File: src/rtl/as2650_uart_if.sv
// Byte-wide CPU I/O bus between the AS2650 core and its UART.
// Single-cycle read/write strobes; read data is registered in the UART.
interface as2650_uart_if;
  logic [1:0] bus_addr;
  logic [7:0] bus_wdata;
  logic       bus_we;
  logic       bus_re;
  logic [7:0] bus_rdata;

  modport master (
    output bus_addr, bus_wdata, bus_we, bus_re,
    input  bus_rdata
  );

  modport slave (
    input  bus_addr, bus_wdata, bus_we, bus_re,
    output bus_rdata
  );
endinterface

File: src/rtl/as2650_uart.sv
// 8N1 UART with small TX/RX FIFOs on the AS2650 I/O bus.
// Four byte registers: DATA, STATUS/CTRL, DIVL, DIVH.
module as2650_uart #(
  parameter int          FIFO_DEPTH  = 4,
  parameter logic [15:0] DEFAULT_DIV = 16'd433
) (
  input  logic         wb_clk_i,
  input  logic         wb_rst_i,
  as2650_uart_if.slave bus,
  input  logic         uart_rx,
  output logic         uart_tx,
  output logic         irq
);
  localparam int AW = $clog2(FIFO_DEPTH);

  typedef enum logic [1:0] {
    S_IDLE, S_START, S_DATA, S_STOP
  } state_t;

  logic [15:0] r_div;
  logic        r_ie_rx, r_ie_tx;
  logic        r_ovr, r_fe, r_irq;
  logic [7:0]  r_rdata;

  logic [7:0]  r_txq [FIFO_DEPTH];
  logic [AW:0] r_txw, r_txr;
  logic [7:0]  r_rxq [FIFO_DEPTH];
  logic [AW:0] r_rxw, r_rxr;

  state_t      r_tx_st, w_tx_st_n;
  logic [15:0] r_tx_cnt, w_tx_cnt_n, r_tx_div;
  logic [7:0]  r_tx_sh, w_tx_sh_n;
  logic [2:0]  r_tx_bit, w_tx_bit_n;
  logic        r_tx_out, w_txd_n;
  logic        w_tx_pop, w_tx_load;

  logic        r_rx_s1, r_rx_s2, r_rx_s3;
  state_t      r_rx_st, w_rx_st_n;
  logic [15:0] r_rx_cnt, w_rx_cnt_n, r_rx_div;
  logic [7:0]  r_rx_sh, w_rx_sh_n;
  logic [2:0]  r_rx_bit, w_rx_bit_n;
  logic        w_rx_latch, w_rx_push_req, w_fe_set;

  logic        w_wr, w_rd, w_st_rd;
  logic        w_tx_empty, w_tx_full, w_tx_push;
  logic        w_rx_empty, w_rx_full, w_rx_push, w_rx_pop;
  logic        w_rx_ovr, w_tx_end, w_rx_end;
  logic [15:0] w_div_eff, w_rx_half;
  logic [7:0]  w_status, w_tx_head, w_rx_head;

  assign w_wr    = bus.bus_we;
  assign w_rd    = bus.bus_re & ~bus.bus_we;
  assign w_st_rd = w_rd & (bus.bus_addr == 2'd1);

  assign w_tx_empty = r_txw == r_txr;
  assign w_tx_full  = (r_txw[AW] != r_txr[AW]) &&
                      (r_txw[AW-1:0] == r_txr[AW-1:0]);
  assign w_rx_empty = r_rxw == r_rxr;
  assign w_rx_full  = (r_rxw[AW] != r_rxr[AW]) &&
                      (r_rxw[AW-1:0] == r_rxr[AW-1:0]);
  assign w_tx_head  = r_txq[r_txr[AW-1:0]];
  assign w_rx_head  = r_rxq[r_rxr[AW-1:0]];

  // A pop in the same cycle frees the slot, so a full FIFO still accepts
  assign w_tx_push = w_wr & (bus.bus_addr == 2'd0) &
                     (~w_tx_full | w_tx_pop);
  assign w_rx_pop  = w_rd & (bus.bus_addr == 2'd0) & ~w_rx_empty;
  assign w_rx_push = w_rx_push_req & (~w_rx_full | w_rx_pop);
  assign w_rx_ovr  = w_rx_push_req & w_rx_full & ~w_rx_pop;

  assign w_div_eff = (r_div < 16'd3) ? 16'd3 : r_div;
  assign w_rx_half = 16'(({1'b0, r_rx_div} + 17'd1) >> 1);
  assign w_tx_end  = r_tx_cnt == r_tx_div;
  assign w_rx_end  = r_rx_cnt == r_rx_div;

  assign w_status = {r_ie_tx, r_ie_rx, 1'b0, r_fe, r_ovr,
                     w_tx_empty & (r_tx_st == S_IDLE),
                     ~w_tx_full, ~w_rx_empty};

  assign bus.bus_rdata = r_rdata;
  assign uart_tx       = r_tx_out;
  assign irq           = r_irq;

  always_comb begin
    w_tx_st_n  = r_tx_st;
    w_tx_cnt_n = r_tx_cnt + 16'd1;
    w_tx_sh_n  = r_tx_sh;
    w_tx_bit_n = r_tx_bit;
    w_tx_pop   = 1'b0;
    w_tx_load  = 1'b0;
    unique case (r_tx_st)
      S_IDLE: begin
        w_tx_cnt_n = 16'd0;
        if (!w_tx_empty) begin
          w_tx_st_n = S_START;
          w_tx_pop  = 1'b1;
          w_tx_load = 1'b1;
        end
      end
      S_START: begin
        if (w_tx_end) begin
          w_tx_st_n  = S_DATA;
          w_tx_cnt_n = 16'd0;
          w_tx_bit_n = 3'd0;
        end
      end
      S_DATA: begin
        if (w_tx_end) begin
          w_tx_cnt_n = 16'd0;
          w_tx_sh_n  = {1'b0, r_tx_sh[7:1]};
          w_tx_bit_n = r_tx_bit + 3'd1;
          if (r_tx_bit == 3'd7) w_tx_st_n = S_STOP;
        end
      end
      default: begin
        if (w_tx_end) begin
          w_tx_cnt_n = 16'd0;
          if (!w_tx_empty) begin
            w_tx_st_n = S_START;
            w_tx_pop  = 1'b1;
            w_tx_load = 1'b1;
          end else begin
            w_tx_st_n = S_IDLE;
          end
        end
      end
    endcase
    if (w_tx_load) w_tx_sh_n = w_tx_head;
    unique case (w_tx_st_n)
      S_START: w_txd_n = 1'b0;
      S_DATA:  w_txd_n = w_tx_sh_n[0];
      default: w_txd_n = 1'b1;
    endcase
  end

  always_comb begin
    w_rx_st_n     = r_rx_st;
    w_rx_cnt_n    = r_rx_cnt + 16'd1;
    w_rx_sh_n     = r_rx_sh;
    w_rx_bit_n    = r_rx_bit;
    w_rx_latch    = 1'b0;
    w_rx_push_req = 1'b0;
    w_fe_set      = 1'b0;
    unique case (r_rx_st)
      S_IDLE: begin
        w_rx_cnt_n = 16'd0;
        if (!r_rx_s2 && r_rx_s3) begin
          w_rx_st_n  = S_START;
          w_rx_latch = 1'b1;
        end
      end
      S_START: begin
        // Mid-start re-check rejects glitches shorter than half a bit
        if (r_rx_cnt == w_rx_half - 16'd1) begin
          w_rx_cnt_n = 16'd0;
          w_rx_bit_n = 3'd0;
          w_rx_st_n  = r_rx_s2 ? S_IDLE : S_DATA;
        end
      end
      S_DATA: begin
        if (w_rx_end) begin
          w_rx_cnt_n = 16'd0;
          w_rx_sh_n  = {r_rx_s2, r_rx_sh[7:1]};
          w_rx_bit_n = r_rx_bit + 3'd1;
          if (r_rx_bit == 3'd7) w_rx_st_n = S_STOP;
        end
      end
      default: begin
        if (w_rx_end) begin
          w_rx_st_n     = S_IDLE;
          w_rx_push_req = 1'b1;
          w_fe_set      = ~r_rx_s2;
        end
      end
    endcase
  end

  always_ff @(posedge wb_clk_i) begin
    if (w_tx_push) r_txq[r_txw[AW-1:0]] <= bus.bus_wdata;
    if (w_rx_push) r_rxq[r_rxw[AW-1:0]] <= r_rx_sh;
  end

  always_ff @(posedge wb_clk_i) begin
    if (wb_rst_i) begin
      r_tx_st  <= S_IDLE;
      r_tx_cnt <= 16'd0;
      r_tx_div <= DEFAULT_DIV;
      r_tx_sh  <= 8'd0;
      r_tx_bit <= 3'd0;
      r_tx_out <= 1'b1;
      r_rx_s1  <= 1'b1;
      r_rx_s2  <= 1'b1;
      r_rx_s3  <= 1'b1;
      r_rx_st  <= S_IDLE;
      r_rx_cnt <= 16'd0;
      r_rx_div <= DEFAULT_DIV;
      r_rx_sh  <= 8'd0;
      r_rx_bit <= 3'd0;
    end else begin
      r_tx_st  <= w_tx_st_n;
      r_tx_cnt <= w_tx_cnt_n;
      r_tx_sh  <= w_tx_sh_n;
      r_tx_bit <= w_tx_bit_n;
      r_tx_out <= w_txd_n;
      if (w_tx_load) r_tx_div <= w_div_eff;
      r_rx_s1  <= uart_rx;
      r_rx_s2  <= r_rx_s1;
      r_rx_s3  <= r_rx_s2;
      r_rx_st  <= w_rx_st_n;
      r_rx_cnt <= w_rx_cnt_n;
      r_rx_sh  <= w_rx_sh_n;
      r_rx_bit <= w_rx_bit_n;
      if (w_rx_latch) r_rx_div <= w_div_eff;
    end
  end

  always_ff @(posedge wb_clk_i) begin
    if (wb_rst_i) begin
      r_txw   <= '0;
      r_txr   <= '0;
      r_rxw   <= '0;
      r_rxr   <= '0;
      r_div   <= DEFAULT_DIV;
      r_ie_rx <= 1'b0;
      r_ie_tx <= 1'b0;
      r_ovr   <= 1'b0;
      r_fe    <= 1'b0;
      r_irq   <= 1'b0;
      r_rdata <= 8'd0;
    end else begin
      if (w_tx_push) r_txw <= r_txw + 1'b1;
      if (w_tx_pop)  r_txr <= r_txr + 1'b1;
      if (w_rx_push) r_rxw <= r_rxw + 1'b1;
      if (w_rx_pop)  r_rxr <= r_rxr + 1'b1;
      if (w_wr) begin
        case (bus.bus_addr)
          2'd1: begin
            r_ie_rx <= bus.bus_wdata[6];
            r_ie_tx <= bus.bus_wdata[7];
          end
          2'd2:    r_div[7:0]  <= bus.bus_wdata;
          2'd3:    r_div[15:8] <= bus.bus_wdata;
          default: ;
        endcase
      end
      if (w_rd) begin
        case (bus.bus_addr)
          2'd0:    r_rdata <= w_rx_empty ? 8'd0 : w_rx_head;
          2'd1:    r_rdata <= w_status;
          2'd2:    r_rdata <= r_div[7:0];
          default: r_rdata <= r_div[15:8];
        endcase
      end
      // Reading STATUS clears the sticky flags unless a new event lands
      if (w_st_rd)       r_ovr <= w_rx_ovr;
      else if (w_rx_ovr) r_ovr <= 1'b1;
      if (w_st_rd)       r_fe  <= w_fe_set;
      else if (w_fe_set) r_fe  <= 1'b1;
      r_irq <= (r_ie_rx & ~w_rx_empty) | (r_ie_tx & w_tx_empty);
    end
  end
endmodule

File: src/flat_wrapper.sv
// flat-port wrapper written by rule: the top's interface ports become plain ports
module as2650_uart_flat 
#(
  parameter int          FIFO_DEPTH  = 4,
  parameter logic [15:0] DEFAULT_DIV = 16'd433
)
  (wb_clk_i, wb_rst_i, uart_rx, uart_tx, irq, bus_bus_addr, bus_bus_wdata, bus_bus_we, bus_bus_re, bus_bus_rdata);
  as2650_uart_if bus_i ();
  input  logic wb_clk_i;
  input  logic wb_rst_i;
  input  logic uart_rx;
  output logic uart_tx;
  output logic irq;
  input wire logic [$bits(bus_i.bus_addr)-1:0] bus_bus_addr;
  input wire logic [$bits(bus_i.bus_wdata)-1:0] bus_bus_wdata;
  input wire logic [$bits(bus_i.bus_we)-1:0] bus_bus_we;
  input wire logic [$bits(bus_i.bus_re)-1:0] bus_bus_re;
  output wire logic [$bits(bus_i.bus_rdata)-1:0] bus_bus_rdata;
  assign bus_i.bus_addr = bus_bus_addr;
  assign bus_i.bus_wdata = bus_bus_wdata;
  assign bus_i.bus_we = bus_bus_we;
  assign bus_i.bus_re = bus_bus_re;
  assign bus_bus_rdata = bus_i.bus_rdata;
  as2650_uart #(.FIFO_DEPTH(FIFO_DEPTH), .DEFAULT_DIV(DEFAULT_DIV)) u_core (.wb_clk_i(wb_clk_i), .wb_rst_i(wb_rst_i), .bus(bus_i), .uart_rx(uart_rx), .uart_tx(uart_tx), .irq(irq));
endmodule
File: config.mk
export PLATFORM = sky130hd
export DESIGN_NAME = as2650_uart_flat
export DESIGN_NICKNAME = d
export VERILOG_FILES = /design/src/rtl/as2650_uart_if.sv /design/src/rtl/as2650_uart.sv /design/src/flat_wrapper.sv
export SDC_FILE = /design/constraint.sdc
export NUM_CORES = 1
export LEC_CHECK = 0
export BUFFER_PORTS_ARGS = -buffer_cell sky130_fd_sc_hd__buf_4
export CORE_UTILIZATION = 55
export CTS_BUF_LIST = sky130_fd_sc_hd__clkbuf_16
export DETAILED_ROUTE_END_ITERATION = 8
export GPL_TIMING_DRIVEN = 0
export PLACE_DENSITY = 0.82
export SYNTH_ARGS = -nofsm -noshare
export SYNTH_HDL_FRONTEND = slang
export SYNTH_SLANG_ARGS = --single-unit
File: constraint.sdc
create_clock -name wb_clk_i -period 3.45 [get_ports wb_clk_i]
set_input_delay 0.1725 -clock wb_clk_i [delete_from_list [all_inputs] [get_ports wb_clk_i]]
set_output_delay 0.1725 -clock wb_clk_i [all_outputs]
set_load 0.1 [all_outputs]
-- Word-level counts from Yosys, hierarchy flattened
Memory sizes are Yosys's and may differ from the RTL's. A register that Yosys moved wholly into a read port is not among the register bits.
Index checks and enable logic that the tools add are counted.
- flip-flop bits (word level): 135
- bits in latches: 0
- RAM bits: 64
- bits in read-only memories: 0
- input port bits: 15
- word-level logic and storage cells: 163
- memories kept: 2
- memories (name ; words ; width ; read ports ; clocked after Yosys merged registers in ; write ports ; RTL line ; source):
    u_core.r_rxq ; 4 ; 8 ; 1 ; 1 ; 1 ; as2650_uart.sv:27 ; logic [7:0] r_rxq [FIFO_DEPTH];
    u_core.r_txq ; 4 ; 8 ; 1 ; 1 ; 1 ; as2650_uart.sv:25 ; logic [7:0] r_txq [FIFO_DEPTH];
- add/subtract/negate cells: 10
- $mul: 0
- div/mod/pow operators: 0
- order comparisons: 1
- eq/ne operators: 26
- shift operators: 0
- mux-type cells: 51
- bitwise logic cells: 21
- reductions and logical operators: 25
- operator list (cell ; number):
    $eq A16 B16 Y1 ; 3
    $mux W16 ; 3
    $pmux W16 S3 ; 1
    $add A16 B1 Y16 const B ; 2
    $mux W8 ; 4
    $mux W2 ; 15
    $pmux W8 S3 ; 1
    $add A3 B1 Y3 const B ; 6
    $add A16 B1 Y17 const B ; 1
    $mux W1 ; 17
    $lt A16 B2 Y1 const B ; 1
    $sub A16 B1 Y16 const B ; 1
    $and A1 B1 Y1 ; 12
    $mux W3 ; 4
    $ne A2 B1 Y1 const B ; 6
    $pmux W2 S3 ; 2
    $pmux W3 S2 ; 2
    $reduce_bool A2 Y1 ; 6
    $eq A2 B2 Y1 const B ; 5
    $reduce_and A2 Y1 ; 5
    $eq A2 B1 Y1 const B ; 4
    $eq A3 B3 Y1 ; 2
    $eq A3 B3 Y1 const B ; 2
    $logic_not A2 Y1 ; 3
    other kinds (12) ; 26

-- Longest topological paths before layout
- word-level depth: 8
- gate-level depth with buffers: 13
- mapped depth without buffers: 11

-- Worst setup path after synthesis
No wires, ideal clock.
- path kind: register to register
- start point: reg u_core.r_rx_div[0]
- end point: reg u_core.r_rx_st[0]
- library setup time: 0.121 ns
- data arrival time: 2.738 ns
- path slack: 0.591 ns
- stages on the path, launching flop included: 12
- clock period less this slack: 2.859 ns
- cells stage by stage: dfxtp_1 -> ha_1 -> buf_4 -> or4b_1 -> a211o_1 -> nand2_1 -> nand3_1 -> xnor2_1 -> nor3_1 -> nand3_4 -> o21ai_1 -> mux2_2
- cells in the longest elaborated chain, start to end: 5
- elaborated cells on any way between the ends: 8
- classes of those cells: 2 x add/sub; 4 x eq/ne; 2 x reduce/logical
- RTL lines (element ; RTL line ; source):
    start, declared ; as2650_uart.sv:39 ; logic [15:0] r_rx_cnt, w_rx_cnt_n, r_rx_div;
    start signal, assigned ; as2650_uart.sv:213 ; if (w_rx_latch) r_rx_div <= w_div_eff;
    $add A16 B1 Y17 ; as2650_uart.sv:72 ; assign w_rx_half = 16'(({1'b0, r_rx_div} + 17'd1) >> 1);
    $sub A16 B1 Y16 ; as2650_uart.sv:154 ; if (r_rx_cnt == w_rx_half - 16'd1) begin
    $eq A16 B16 Y1 ; as2650_uart.sv:154 ;
    $ne A2 B1 Y1 (no source line) ; - ;
    $reduce_and A5 Y1 (no source line) (*) ; - ;
    end signal, assigned ; as2650_uart.sv:209 ; r_rx_st <= w_rx_st_n;
    end, declared ; as2650_uart.sv:38 ; state_t r_rx_st, w_rx_st_n;
Every way passes the cells marked *; elsewhere a longest branch is shown, timed or not.
A chain may end at the register's enable or synchronous reset.

-- Worst setup path in the final report
- start point: reg u_core.r_rx_cnt[7]
- end point: reg u_core.r_rx_cnt[10]
- cells in the longest elaborated chain, start to end: 3
- elaborated cells on any way between the ends: 6
- classes of those cells: 1 x add/sub; 2 x eq/ne; 3 x mux
- RTL lines (element ; RTL line ; source):
    start, declared ; as2650_uart.sv:39 ;
    start signal, assigned ; as2650_uart.sv:210 ; r_rx_cnt <= w_rx_cnt_n;
    $add A16 B1 Y16, or another cell as far along ; as2650_uart.sv:138 ; w_rx_cnt_n = r_rx_cnt + 16'd1;
    $mux W16, on equally long branches ; as2650_uart.sv:161, as2650_uart.sv:154 ;
    $pmux W16 S3 (*) ; as2650_uart.sv:144 ; unique case (r_rx_st)
Marks and branches as above.

==> results.yml <==
logic_synthesis:
  yosys.area_share.simple_pct: 19.09
  netlist_instances: 1019
  synthArstFlopShare_pct: 0
  synth.mux.area_fraction_pct: 7.333
  synth_edf_count: 64
  ys_seq_elements: 203
  yosys.area_share.adder_pct: 3.350
  syn_nets: 1061
  syn_area_um2: 10080
  synth_cell_types: 68
  synth_top_area_cell: "dfxtp_1"
  ys_warn_count: 0
  synth_xor_area_share_pct: 9.119
  synth_compound_gate_area_share_pct: 10.71
  synth_top_area_share_pct: 27.59
  syn_area_per_cell_um2: 9.897
  synth_top_family_by_area: "simple AND/OR/NAND/NOR gates"
  ys_seq_area_share_pct: 46.65
  synthFlopType: "dfxtp_1"
  synthTopCellsByArea: "dfxtp_1 28%, edfxtp_1 19%, xnor2_1 5.9%, nand2_1 4.2%, nor2_1 3.8%"
worst_setup_path:
  cp_data_required_time_ps: 3800
  crit_chain: "clkbuf_1 -> xnor2_1 -> nand4_1 -> nor4_4 -> nand2b_1 -> nand4_1 -> nor4_1 -> nand3_4 -> o21bai_4 -> buf_6 -> a211oi_2"
  cp.arrival_ps: 3610
  critPathTopFamily: "simple AND/OR/NAND/NOR gates"
  criticalPathCategory: "reg -> reg"
  path_max_fanout: 10
  crit_buf_inv: 2
  slowest_stage: "nor4_4"
  cpPeakStageDelay_ps: 520
  worst_setup_path_start_kind: "flip-flop"
  critPathCaptureType: "flip-flop"
  cp_common_cell: "nand4_1"
timing:
  relSlewSlack_pct: 30.14
  worst_slack_ps: 189.0
  finalSetupViolCount: 0
  finalHoldWorstSlack_ps: 63.22
  min_period_over_period_pct: 94.52
  finClkSkew_ps: 17.59
  tightestPinTransition_ps: 1040
  rsz0062_at_grt: "no"
  hold_viol: 0
  final.min_clock_period_ps: 3261
  clock.fmax_ghz: 0.3067
  slew_violations: 0
  setup_tns_ps: 0
route:
  first_pass_iters: 5
  vias: 7890
  wl_per_cell_um: 17.87
  vias_per_cell: 5.986
  remaining_drc_errors: 0
  drt_iter0_markers: 619
  routed_wl_um: 23560
  antenna_left: 0
cts:
  cts_inserted_buffers: 21
  clockBufferDepth: 3
  cts_tree: "built"
  clock_latency_ps: 500
  root_buffer: "clkbuf_16"
  clock-sinks: 203
  cts-htree-levels: 1
  cts.clk_slew.worst_paths_ps: 70
global_routing:
  grt-busiest-layer: "met2"
  grtUsageMet3_pct: 3.753
  grt_antenna_before_repair: 0
  grt_max_degree: 16
  met2_usage_pct: 43.22
  grt_pass1_wl_um: 37970
  grt_pass1_vias: 7463
  use_met1_pct: 33.93
  grt.total_usage_pct: 25.77
  gr-total-overflow: 0
floorplan:
  io_pins: 25
  die_w_um: 137.4
  core_area_um2: 17960
  start_util_pct: 56.14
  die_area_um2: 18880
  fp.dieH_um: 137.4
  row_count: 49
job:
  cap_violations: 0
cells_and_area:
  layout-drive-gt1-share_pct: 10.84
  num_antenna_cells: 0
  final_cell_mix: "139 x dfxtp_1, 113 x nand2_1, 102 x nor2_1, 68 x xnor2_1, 64 x edfxtp_1"
  layout_commonest_cell: "dfxtp_1"
  syn2layout_area_growth_pct: 12.33
  fillers: 1382
  nets: 1116
status:
  status: "finished clean"
power_and_ir_drop:
  power.leakage_nw: 4.095
  p_per_area_nw_per_um2: 515.9
  peakVddDrop_uv: 471.0
placed_design:
  io_buffers: 22
  place_hpwl_um: 16270
  dp_slack_ps: 13.54
  gp_congestion: 0.9071
min_path:
  hp-class: "in -> reg"
[stage by stage]
step	instance area [um^2]	total power, mW	util, %	instances
after floorplan	10080	3.356	-	1019
after CTS	11310	5.855	62.97	1317
after detailed placement	10540	3.594	58.65	1270
after global placement	10540	3.568	58.65	1270
after global routing	11330	6.051	63.06	1318
final	11330	5.845	63.06	1318
[synthesized netlist by cell type, drive strengths merged (9+ instances only)]
library cell  number
nor3              15
ha                27
mux4              16
nand3b            17
a21oi             59
xnor2             68
o21ai             18
mux2i             33
nand4             21
and3              13
buf               18
and2               9
a211oi            41
nor2             102
nand3             30
nand2            114
nand2b            13
xor2              37
inv               22
nor4              16
dfxtp            139
clkbuf            52
edfxtp            64
[worst paths after layout]
kind	cells after the start	from	endpoint	slack [ps]
setup / recovery	11	u_core.r_rx_cnt[7]	u_core.r_rx_cnt[10]	190
hold / removal	4	bus_bus_we	u_core.bus.bus_rdata[5]	60
setup reg to reg	11	u_core.r_rx_cnt[7]	u_core.r_rx_cnt[10]	190
hold reg to reg	1	u_core.r_rx_s1	u_core.r_rx_s2	420
[power breakdown]
group	internal, mW	switching (mW)
logic	0.332	0.579
registers	2.58	0.0941
clock network	1.34	0.925
total	4.25	1.60
[layer usage]
metal  wire [um]  vias up
met3        1626       74
met4         688        0
li1            -     3722
met5           0        -
met2       11310      318
met1        9932     3776
[kinds of logic (layout without fill, tap and decap cells)]
family / Yosys count / after routing
and+or+nand+nor: 384 / 384
AOI/OAI and AO/OA: 155 / 155
DFF: 203 / 203
adders and majority gates: 27 / 27
buffers and inverters: 92 / 162
xor gates and xnor gates: 105 / 105
muxes: 53 / 53
[cell type report]
| type | instances | area, um^2 | share of cell area [%] |
|---|---|---|---|
| buffer | 70 | 296.5 | 2.618 |
| tap | 229 | 286.5 | 2.529 |
| sequential | 203 | 4705 | 41.53 |
| clock buffer | 21 | 525.5 | 4.639 |
| multi-input combinational | 724 | 5011 | 44.23 |
| inverter | 22 | 82.58 | 0.7290 |
| clock inverter | 17 | 158.9 | 1.403 |
| timing repair buffer | 32 | 262.8 | 2.319 |
[flip-flops by register name (all words and copies together) (netlist names), 8 cells and up, named ones only]
name	flops
u_core.r_rxq	32
u_core.r_txq	32
u_core.r_div	16
u_core.r_rx_cnt	16
u_core.r_rx_div	16
u_core.r_tx_cnt	16
u_core.r_tx_div	16
u_core.bus.bus_rdata	8
u_core.r_rx_sh	8
u_core.r_tx_sh	8
[worst register-to-register path: stages (launching register included)]
cell and delay [ps]:
dfxtp_1 310, clkbuf_1 390, xnor2_1 180, nand4_1 160, nor4_4 520, nand2b_1 190
nand4_1 100, nor4_1 510, nand3_4 170, o21bai_4 300, buf_6 220, a211oi_2 80
[repair_timing]
action,in CTS,in global routing
resized for setup,0,4
hold endpoints to repair,47,0
hold buffers,9,0
endpoints found under the setup margin,0,20
buffers inserted,0,1
No activity file was read; power rests on OpenSTA's default activity.
